$ cat src/rtl/atm_session_ctrl.sv
// rtl/atm_session_ctrl.sv - ATM session sequencer: card auth, menu ops, lockout and idle timeout
module atm_session_ctrl #(
    parameter int MAX_TRIES      = 3,
    parameter int TIMEOUT_CYCLES = 100
) (
    input  logic        clk,
    input  logic        rst_n,
    input  logic        card_in,
    input  logic [11:0] acc_number,
    input  logic [3:0]  pin,
    input  logic        op_valid,
    input  logic [2:0]  menu_option,
    input  logic [10:0] amount,
    input  logic [11:0] dest_acc,
    input  logic        dp_ack,
    input  logic [1:0]  dp_status,
    output logic        dp_req,
    output logic [2:0]  dp_cmd,
    output logic [11:0] dp_acc,
    output logic [11:0] dp_dest,
    output logic [10:0] dp_amount,
    output logic [3:0]  dp_pin,
    output logic        session_active,
    output logic        locked,
    output logic        busy,
    output logic        done,
    output logic [1:0]  last_status,
    output logic        timeout_evt,
    output logic        err_invalid
);
    localparam int FW = $clog2(MAX_TRIES) + 1;
    localparam int CW = $clog2(TIMEOUT_CYCLES + 1);
    localparam logic [FW-1:0] FAIL_LIMIT = FW'(MAX_TRIES);
    localparam logic [CW-1:0] IDLE_LAST  = CW'(TIMEOUT_CYCLES - 1);

    localparam logic [2:0] S_IDLE      = 3'd0;
    localparam logic [2:0] S_AUTH_WAIT = 3'd1;
    localparam logic [2:0] S_MENU      = 3'd2;
    localparam logic [2:0] S_EXEC_WAIT = 3'd3;
    localparam logic [2:0] S_LOCKED    = 3'd4;

    logic [2:0]    state;
    logic [FW-1:0] fail_cnt;
    logic [FW-1:0] fail_next;
    logic [CW-1:0] idle_cnt;
    // Set whenever a session ends so a still-inserted card cannot re-authenticate.
    logic          need_removal;

    assign fail_next = fail_cnt + FW'(1);
    assign busy      = dp_req;

    always_ff @(posedge clk or negedge rst_n) begin
        if (!rst_n) begin
            state          <= S_IDLE;
            fail_cnt       <= '0;
            idle_cnt       <= '0;
            need_removal   <= 1'b0;
            dp_req         <= 1'b0;
            dp_cmd         <= '0;
            dp_acc         <= '0;
            dp_dest        <= '0;
            dp_amount      <= '0;
            dp_pin         <= '0;
            session_active <= 1'b0;
            locked         <= 1'b0;
            done           <= 1'b0;
            last_status    <= '0;
            timeout_evt    <= 1'b0;
            err_invalid    <= 1'b0;
        end else begin
            done        <= 1'b0;
            timeout_evt <= 1'b0;
            err_invalid <= 1'b0;
            case (state)
                S_IDLE: begin
                    if (!card_in) begin
                        need_removal <= 1'b0;
                    end else if (!need_removal) begin
                        dp_acc <= acc_number;
                        dp_pin <= pin;
                        dp_cmd <= 3'd1;
                        dp_req <= 1'b1;
                        state  <= S_AUTH_WAIT;
                    end
                end
                S_AUTH_WAIT: begin
                    if (dp_ack) begin
                        dp_req       <= 1'b0;
                        need_removal <= 1'b1;
                        if (dp_status == 2'd0) begin
                            fail_cnt <= '0;
                            if (card_in) begin
                                session_active <= 1'b1;
                                idle_cnt       <= '0;
                                state          <= S_MENU;
                            end else begin
                                state <= S_IDLE;
                            end
                        end else if (dp_status[1]) begin
                            fail_cnt <= fail_next;
                            if (fail_next == FAIL_LIMIT) begin
                                locked <= 1'b1;
                                state  <= S_LOCKED;
                            end else begin
                                state <= S_IDLE;
                            end
                        end else begin
                            state <= S_IDLE;
                        end
                    end
                end
                S_MENU: begin
                    // Card removal wins over a same-cycle request; an accepted op wins over timeout.
                    if (!card_in) begin
                        session_active <= 1'b0;
                        need_removal   <= 1'b1;
                        state          <= S_IDLE;
                    end else if (op_valid && menu_option >= 3'd3) begin
                        dp_cmd    <= menu_option;
                        dp_amount <= amount;
                        dp_dest   <= dest_acc;
                        dp_req    <= 1'b1;
                        idle_cnt  <= '0;
                        state     <= S_EXEC_WAIT;
                    end else begin
                        if (op_valid) begin
                            err_invalid <= 1'b1;
                        end
                        if (idle_cnt == IDLE_LAST) begin
                            timeout_evt    <= 1'b1;
                            session_active <= 1'b0;
                            need_removal   <= 1'b1;
                            idle_cnt       <= '0;
                            state          <= S_IDLE;
                        end else begin
                            idle_cnt <= idle_cnt + CW'(1);
                        end
                    end
                end
                S_EXEC_WAIT: begin
                    if (dp_ack) begin
                        dp_req      <= 1'b0;
                        last_status <= dp_status;
                        done        <= 1'b1;
                        idle_cnt    <= '0;
                        if (card_in) begin
                            state <= S_MENU;
                        end else begin
                            session_active <= 1'b0;
                            need_removal   <= 1'b1;
                            state          <= S_IDLE;
                        end
                    end
                end
                S_LOCKED: begin
                    if (!card_in) begin
                        locked       <= 1'b0;
                        fail_cnt     <= '0;
                        need_removal <= 1'b0;
                        state        <= S_IDLE;
                    end
                end
                default: state <= S_IDLE;
            endcase
        end
    end
endmodule

$ cat config.mk
export PLATFORM = sky130hd
export DESIGN_NAME = atm_session_ctrl
export DESIGN_NICKNAME = d
export VERILOG_FILES = /design/src/rtl/atm_session_ctrl.sv
export SDC_FILE = /design/constraint.sdc
export NUM_CORES = 1
export LEC_CHECK = 0
export ABC_AREA = 0
export CAP_MARGIN = 40
export CORE_AREA = 2 2 85 87
export CTS_BUF_LIST = sky130_fd_sc_hd__clkbuf_4
export CTS_CLUSTER_SIZE = 28
export DETAILED_ROUTE_END_ITERATION = 12
export DIE_AREA = 0 0 87 89
export GPL_ROUTABILITY_DRIVEN = 0
export PLACE_DENSITY = 0.85
export SLEW_MARGIN = 15
export SYNTH_ARGS = -nofsm -noshare
export SYNTH_HDL_FRONTEND = slang
export SYNTH_SLANG_ARGS = --single-unit
$ cat constraint.sdc
create_clock -name clk -period 2.2 [get_ports clk]
set_clock_uncertainty 0.15 [all_clocks]
set_input_delay 0.44 -clock clk [delete_from_list [all_inputs] [get_ports clk]]
set_output_delay 0.44 -clock clk [all_outputs]
set_load 0.01 [all_outputs]
# After elaboration in Yosys (flattened, before gate mapping)
# Cells that the tools add are included.
# totals
word_cells	131
inputBits	49
ff_bits	64
# op_classes
eq_ne	25
order_cmp	1
reduce_logical	21
muxes	65
bitwise	1
n_addsub	2
# op_table
operator	n
$mux 7	7
$mux 3	16
$mux 1	33
$ne 2x2->1 const B	14
$reduce_and 6->1	4
$pmux 7 s3	1
$pmux 3 s5	1
$pmux 3 s2	2
$eq 3x2->1 const B	3
$ne 3x3->1 const B	3
$reduce_and 8->1	1
$add 7x1->7 const B	1
$eq 7x7->1 const B	1
$reduce_and 7->1	1
$pmux 1 s3	2
$reduce_and 3->1	2
$reduce_bool 3->1	2
$reduce_and 5->1	1
$ne 4x4->1 const B	1
$pmux 1 s4	1
$reduce_and 4->1	1
$reduce_bool 2->1	2
$reduce_bool 4->1	1
$reduce_or 2->1	2
12 further kinds	12

# Depth between registers and ports, before layout
# depth
depth_word	7
ltp_mapped	7
depth_no_buf	6

# Worst setup path after synthesis
# OpenSTA, ideal clock, no wires.
# synth_path
path_type	input to register
start	input card_in
end	register dp_acc[10]
setup_time_ps	128
required_ps	1922
path_stages	5
setup_slack_ps	318
n_path_buf	2
arrival_ps	1604
path_cell_list	buf_2 > nand2b_2 > nor4_4 > buf_4 > mux2_1
# synth_between
elab_chain_len	1
# synth_rtl
element	line	rtl
start: declaration	8	input logic card_in,
$reduce_and 3->1 (no line)	--	
end signal: assignment	79	dp_acc <= acc_number;
end: declaration	19	output logic [11:0] dp_acc,
# Every way passes these cells.
# A chain may end at the register's enable or synchronous reset.

# Worst setup path after layout
# layout_path
start	register dp_req, in the netlist busy
end	output dp_req
# layout_rtl
element	line	rtl
start: declaration	17	output logic dp_req,
start signal: assignment	58	dp_req <= 1'b0;
start signal: assignment	82	dp_req <= 1'b1;
start signal: assignment	88	dp_req <= 1'b0;
# No word-level cell between the ends.

==> flow_metrics.env <==
export IMPL_path_class="flip-flop to output port"
export IMPL_hpwl_um=4920
export IMPL_die_area_mm2=0.00774
export IMPL_ys_types=50
export IMPL_arrival_ps=1380
export IMPL_synth_async_reset_ratio_pct=100
export IMPL_final_cell_mix="clkdlybuf4s50_1, dfrtp_1, mux2_4"
export IMPL_power_frac_clock_pct=17.7
export IMPL_drtPass1Iterations=4
export IMPL_worstSetupStartpoint="busy"
export IMPL_top_level_ports=100
export IMPL_m1WireLength_um=2870
export IMPL_vdd_ir_drop_worst_v=0.000341
export IMPL_maxCapViolations=0
export IMPL_grt_max_degree=65
export IMPL_drt_wl_total_um=6830
export IMPL_cts_made_buffers=9
export IMPL_die_h_um=89
export IMPL_syn_nets=269
export IMPL_route_met3_wl_um=432
export IMPL_drv_slew=0
export IMPL_ant_nets=0
export IMPL_hp_start="dp_acc[7]"
export IMPL_fin_nets=390
export IMPL_cts_root_buffer="clkbuf_4"
export IMPL_cts_resized=0
export IMPL_io_buffers=99
export IMPL_tns_ps=0
export IMPL_fill_cells=483
export IMPL_ctsHoldBuffers=1
export IMPL_drt_iter0_drc=72
export IMPL_grt_usage_pct=18.0
export IMPL_post_place_ws_ps=-46.1
export IMPL_wl_per_cell_um=16.1
export IMPL_start_util_pct=44.5
export IMPL_clock_path_buffers=2
export IMPL_cp_max_fo=3
export IMPL_p_per_area_mw_per_mm2=1170
export IMPL_grt_pass1_wl_um=10800
export IMPL_syn_area_per_cell_um2=13.8
export IMPL_p_leak_nw=1.94
export IMPL_antenna_found_initial=0
export IMPL_grt_overflow_total=0
export IMPL_internal_power_mw=3.53
export IMPL_wl_met2_um=3450
export IMPL_layout_area_seq_mm2=0.00160
export IMPL_ys_ff_latch=64
export IMPL_critPathCaptureType="output port"
export IMPL_r2r_start="state[0]"
export IMPL_htree_levels=3
export IMPL_min_period_ps=1970
export IMPL_viasPerCell=5.27
export IMPL_finalWorstSetupSlack_ps=227
export IMPL_diodes=0
export IMPL_slowest_stage="clkdlybuf4s50_1"
export IMPL_path_delay_family="buffers and inverters"
export IMPL_rsz0062_at_grt="false"
export IMPL_final_common_cell="clkdlybuf4s50_1"
export IMPL_top_layer="met4"
export IMPL_grt_pass1_vias=2250
export IMPL_worst_slew_pin_slew_ps=413
export IMPL_switchingPower_mw=1.59
export IMPL_sw_frac_of_total_pct=31.1
export IMPL_area_growth_pct=45.9
export IMPL_ys_seq_area_share_pct=53.6
export IMPL_rows=30
export IMPL_crit_required_ps=1610
export IMPL_timing_slew_headroom_pct=72.2
export IMPL_hold_viol=0
export IMPL_synth_area_mm2=0.00299
export IMPL_finalCritPeriodShare_pct=89.7
export IMPL_combPwrFrac_pct=44.3
export IMPL_p_seq_share_pct=38.0
export IMPL_syn_inst=217
export IMPL_outcome="finished clean"
export IMPL_clkLatencyLatePin_ps=410
export IMPL_synth_warning_count=0
export IMPL_synth_edf_count=0
export IMPL_layout_drive_gt1_share_pct=21.3
export IMPL_drc_errors=0
export IMPL_clkTransAtPathRegs_ps=110
export IMPL_fmax_mhz=507
export IMPL_cts_setup_buffers=0
export IMPL_yosys_most_used_dff="dfrtp_1"
export IMPL_tritoncts="done"
export IMPL_vias=2228
export IMPL_multi_input_area_mm2=0.00128
export IMPL_die_w_um=87
export IMPL_hold_class="flip-flop to flip-flop"
export IMPL_startpoint_type="flip-flop"
export IMPL_core_area_mm2=0.00672
export IMPL_crit_buf_inv=1
export IMPL_cts_sinks=64
export IMPL_finalSetupViolations=0
export IMPL_path_cells="clkdlybuf4s50_1"
export IMPL_slowest_delay_ps=560
-- Yosys cell counts (all sizes together), types with 3 or more instances --
library cell	count	area [µm²]
a211oi	4	47.5
a21o	4	30.0
a21oi	4	20.0
a31oi	4	25.0
buf	8	66.3
dfrtp	64	1600
ha	3	37.5
inv	8	30.0
mux2	47	616
nand2	7	28.8
nand2b	3	21.3
nand3	11	60.1
nor2	7	26.3
nor3b	3	27.5
nor4	3	48.8
o21ai	6	30.0
or2	3	18.8
-- stage by stage --
step	utilization, %	cell area, µm²	std cells	power, mW	hold slack, ps
finish	65.0	4360	423	5.12	343
detailed placement	62.4	4190	406	4.24	324
floorplan	-	2990	217	3.03	-5.59
CTS	65.0	4360	423	5.16	348
global placement	62.4	4190	406	4.17	317
global route	65.0	4360	423	5.41	363
-- power by group through the flow --
stage / Combinational [mW] / Sequential [mW] / Clock (mW)
5_1_grt: 2.44 / 2.00 / 0.974
3_3_place_gp: 2.24 / 1.93 / 0
3_5_place_dp: 2.28 / 1.96 / 0
2_1_floorplan: 0.917 / 2.11 / 0
4_1_cts: 2.30 / 1.94 / 0.917
6_report: 2.27 / 1.94 / 0.906
-- kinds of logic after synthesis --
| kind of cell | count (synthesis) | synth area share (%) |
|---|---|---|
| simple gates | 44 | 9.33 |
| fa+ha+maj | 3 | 1.26 |
| flops | 64 | 53.6 |
| xor+xnor | 1 | 0.293 |
| mux | 48 | 20.9 |
| compound gates | 39 | 11.2 |
| buf+inv | 18 | 3.47 |
-- per-layer routing --
metal | vias to the layer above | track usage [%]
met1 | 1091 | 22.3
li1 | 1052 | -
met3 | 7 | 5.36
met5 | - | 0
met2 | 78 | 30.3
met4 | 0 | 6.25
-- registers in the layout, summed over array words and instances, names as in the netlist --
register,cells
busy,1
done,1
dp_acc,12
dp_amount,11
dp_cmd,3
dp_dest,12
dp_pin,4
err_invalid,1
fail_cnt,3
idle_cnt,7
last_status,2
locked,1
need_removal,1
session_active,1
state,3
timeout_evt,1
-- final timing paths --
check / cells after the start / slack, ps / to
min in group asynchronous: 3 / 420 / dp_amount[5]
hold reg to reg: 1 / 340 / dp_acc[7]
setup / recovery: 1 / 230 / dp_req
hold / removal: 1 / 340 / dp_acc[7]
max in group asynchronous: 3 / 1190 / dp_acc[1]
setup reg to reg: 4 / 240 / dp_cmd[2]
-- cell type report --
| type | instances | area share, % |
|---|---|---|
| clock buffers | 9 | 1.55 |
| clock inverters | 7 | 2.21 |
| inverters | 8 | 0.688 |
| multi-input cells | 135 | 29.4 |
| flip-flops and latches | 64 | 36.7 |
| well taps | 80 | 2.29 |
| repair buffers | 120 | 27.1 |
No activity file was read; power rests on OpenSTA's default activity.
==> edit 1 (same flow settings) <==
Set the parameter `MAX_TRIES` to 2 (it was 3).
--- a/src/rtl/atm_session_ctrl.sv
+++ b/src/rtl/atm_session_ctrl.sv
@@ -1,6 +1,6 @@
 // rtl/atm_session_ctrl.sv - ATM session sequencer: card auth, menu ops, lockout and idle timeout
 module atm_session_ctrl #(
-    parameter int MAX_TRIES      = 3,
+    parameter int MAX_TRIES      = 2,
     parameter int TIMEOUT_CYCLES = 100
 ) (
     input  logic        clk,
Function: changed (Yosys sat finds a counterexample within 10 cycles, from zero or initial values and one cycle with rst_n low).
==> edit 1 against the unedited design <==
  * Count of clock-buffer cells in the layout rose by 1
  * Wire length fell by 7.2%
  * Non-clock buffer count fell by 6
  * Area after synthesis fell by 5.8%
  * Global-route usage fell by 1.1 points
  * Sequential power fell by 3%
  * Clock power fell by 4.5%
  * Setup slack improved by 36 ps
  * First-iteration DRC count fell by 39%
  * Design area fell by 5.0%
  * Power fell by 8.1%
  * Core utilization fell by 3.2 points
  * Sequential cell count fell by 1
  * Critical endpoint unchanged
  * Largest cell class unchanged
==> edit 1: results (changes against the unedited design) <==
{| class="wikitable"
! Metric !! Value
|-
| Share of cells above drive strength 1 || 0.239 (+0.0261)
|-
| Status || finished clean
|-
| Maximum fanout count along the critical path || 4 (+1)
|-
| Cell leakage power || 0.00179 uW (-7.9%)
|-
| Maximum number of pins on one net before global-route repair || 33 (-49%)
|-
| Leading post-synthesis cells by instance count || sky130_fd_sc_hd__dfrtp_1, sky130_fd_sc_hd__mux2_2, sky130_fd_sc_hd__nand2_1
|-
| Total global routing track utilization || 0.169 (-0.0110)
|-
| Via count of the routed design || 2164 (-2.9%)
|-
| Dpl cell area || 0.00399 mm2 (-4.8%)
|-
| Drt first-iter violations || 44 (-39%)
|-
| Distinct cell type count after synthesis || 47 (-6.0%)
|-
| R2R Path Start || state[0]
|-
| Clock latency of the later-clocked register in the worst-skew pair || 390 ps (-20 ps)
|-
| Startpoint of the lowest-slack hold path || fail_cnt[1]
|-
| Count of TritonRoute iterations in the first routing pass || 4 (unchanged)
|-
| Number of nets in the final layout || 386 (-1.0%)
|-
| Total detailed-routing wirelength || 6340 um (-7.2%)
|-
| Slew Limit Headroom || 0.502 (-0.220)
|-
| Ranking of synthesized cells by area || sky130_fd_sc_hd__dfrtp_1, sky130_fd_sc_hd__mux2_2, sky130_fd_sc_hd__nand2_1
|-
| Buffers from clock root to sink, at most || 2 (unchanged)
|-
| Arrival time of data at the critical path endpoint || 1350 ps (-30 ps)
|-
| Synthesis Warnings || 0 (unchanged)
|-
| Nets in the synthesized netlist || 270 (+0.37%)
|-
| Vias in the first global route || 2138 (-5.0%)
|-
| Wire length of the first global-routing pass || 10000 um (-6.6%)
|-
| Number of setup buffers added after CTS || 0 (unchanged)
|-
| Peak ir drop on the vdd network || 0.000559 V (+64%)
|-
| Placed wire-length estimate after detailed placement || 4840 um (-1.6%)
|}
[edit 1: cell types whose count changed in the layout (fill, tap and decap cells not counted), moves of 6 or more]
cell and change:
sky130_fd_sc_hd__nand2_1 +10, sky130_fd_sc_hd__o21ai_0 +8, sky130_fd_sc_hd__mux2_1 -18, sky130_fd_sc_hd__mux2_4 -23, sky130_fd_sc_hd__buf_4 -6, sky130_fd_sc_hd__mux2_2 +37, sky130_fd_sc_hd__nand3_1 -6
[edit 1: through the flow]
stage	util	hold WS, ps	TNS [ps]	std cells
2_1_floorplan	-	-5.59	0	219
3_3_place_gp	0.593	318	0	403
3_5_place_dp	0.593	324	-76.7	403
4_1_cts	0.617	345	0	419
5_1_grt	0.617	376	0	419
6_report	0.617	339	0	419
[edit 1: layout make-up]
cell class / instances / area [um2]
fill: 517 / 2570
multi-input combinational: 135 / 1140
timing repair buffer: 114 / 1140
tap: 80 / 100
clock buffer: 10 / 75.1
sequential: 63 / 1580
inverter: 12 / 45.0
clock inverter: 5 / 73.8
[edit 1: worst paths after layout]
kind / endpoint / slack (ps) / cells past startpoint
min in group asynchronous: last_status[0] / 490 / 2
max in group asynchronous: dp_pin[2] / 770 / 3
max: dp_req / 260 / 1
min reg2reg: fail_cnt[1] / 340 / 2
min: fail_cnt[1] / 340 / 2
max reg2reg: dp_amount[9] / 270 / 4
[edit 1: logic make-up after synthesis]
family	share of synthesized area
compound gates	0.0910
fa+ha+maj	0.00888
buf+inv	0.0369
flops	0.560
mux	0.183
simple gates	0.121
[edit 1: layer usage]
layer | vias to the layer above | routed length (um) | GRT usage
met5 | - | 0 | 0
met4 | 0 | 149 | 0.0710
met3 | 13 | 418 | 0.0489
met2 | 90 | 3110 | 0.279
met1 | 1042 | 2650 | 0.209
li1 | 1019 | - | -
[edit 1: report_power, final]
part / internal [uW] / switching [uW] / total [uW]
sequential: 1600 / 294 / 1890
clock: 461 / 404 / 865
combinational: 1240 / 711 / 1950
==> edit 2 (config.mk and constraints unchanged) <==
Made on the original files. Make the reset (`rst_n`) synchronous in one clocked block.
--- a/src/rtl/atm_session_ctrl.sv
+++ b/src/rtl/atm_session_ctrl.sv
@@ -49,7 +49,7 @@
     assign fail_next = fail_cnt + FW'(1);
     assign busy      = dp_req;
 
-    always_ff @(posedge clk or negedge rst_n) begin
+    always_ff @(posedge clk) begin
         if (!rst_n) begin
             state          <= S_IDLE;
             fail_cnt       <= '0;
Function: differs if rst_n is asserted again (counterexample within 4 cycles, from zero or initial values and one cycle with rst_n low); with rst_n held inactive, the same outputs for 10 cycles.
==> edit 2 against the unedited design <==
  * Wire length rose by 8.2%
  * Sequential cell count did not move
  * Via count rose by 26%
  * Cell count rose by 24%
  * Area after synthesis fell by 9.5%
  * Design area fell by 6.8%
  * Die area did not move
  * Highest routed layer unchanged
  * Non-clock buffer count rose by 7
  * Setup slack got worse by 21 ps
Power is not compared: it rests on default switching activity, and its combinational part moved more than twofold at a synthesized area within 25%.
==> edit 2: results (changes against the unedited design) <==
{| class="wikitable"
! Metric !! Value
|-
| Met2 capacity usage during global routing || 0.321 (+0.0187)
|-
| Maximum fanout count along the critical path || 9 (+6)
|-
| Layout fillers || 556 (+15%)
|-
| Setup slack after placement || -212 ps (-166 ps)
|-
| Parity-gate share of the synthesized area counting xor and xnor cells || 0.00324 (+0.000307)
|-
| Grt met1 use || 0.232 (+0.00966)
|-
| Worst reg2reg path endpoint || idle_cnt[0]
|-
| Number of vias per cell after detailed routing || 5.34 (+1.3%)
|-
| Area share of buffers outside the clock network || 0.301 (+0.0302)
|-
| Invs w/o clock || 6 (-2)
|-
| R2R Path Start || state[1]
|-
| Status || finished clean
|-
| Proportion of synthesized chip area in sequential cells || 0.473 (-0.0621)
|-
| Multi-input gate area || 0.00130 mm2 (+0.97%)
|-
| FF-to-FF path depth || 6 (+2)
|-
| Placed wire-length estimate after detailed placement || 5400 um (+9.9%)
|-
| Synth Area in Compound Gates || 0.215 (+0.103)
|-
| Arrival time of data at the critical path endpoint || 2150 ps (+770 ps)
|-
| Ranking of synthesized cells by area || sky130_fd_sc_hd__dfxtp_1, sky130_fd_sc_hd__nand2_1, sky130_fd_sc_hd__a21oi_1
|-
| Vias in the first global route || 2637 (+17%)
|-
| Most common flop cell mapped by yosys || sky130_fd_sc_hd__dfxtp_1
|-
| Reg-to-reg slack, setup || 390 ps (+150 ps)
|-
| Slack of the critical path || 206 ps (-21.3 ps)
|-
| Cell count after synthesis || 325 (+50%)
|-
| Wire length of the first global-routing pass || 11700 um (+8.9%)
|-
| Drt first-iter violations || 117 (+63%)
|-
| Portion of netlist area occupied by mux cells || 0.0116 (-0.198)
|-
| Total detailed-routing wirelength || 7380 um (+8.2%)
|-
| Number of multi-input logic gates || 232 (+72%)
|-
| Async set-reset flop share out of synthesis || 0 (-1.00)
|-
| Clock distribution area overhead in the final layout || 0.0345 (-0.00311)
|}
edit 2: cell types whose count changed after synthesis, moves of 5 or more:
cell,unedited run,this run
sky130_fd_sc_hd__a21oi_1,4,49
sky130_fd_sc_hd__clkbuf_1,2,12
sky130_fd_sc_hd__dfrtp_1,64,0
sky130_fd_sc_hd__dfxtp_1,0,64
sky130_fd_sc_hd__mux2_1,21,0
sky130_fd_sc_hd__mux2_4,23,0
sky130_fd_sc_hd__nand2_1,6,84
sky130_fd_sc_hd__o21ai_0,1,7
sky130_fd_sc_hd__o21ai_1,5,0
sky130_fd_sc_hd__o31ai_1,1,7
edit 2: power breakdown:
group          switching, uW  total [uW]  internal, uW
combinational            143         337           194
sequential              19.2        1210          1190
clock                    444         787           343
total                    606        2330          1730
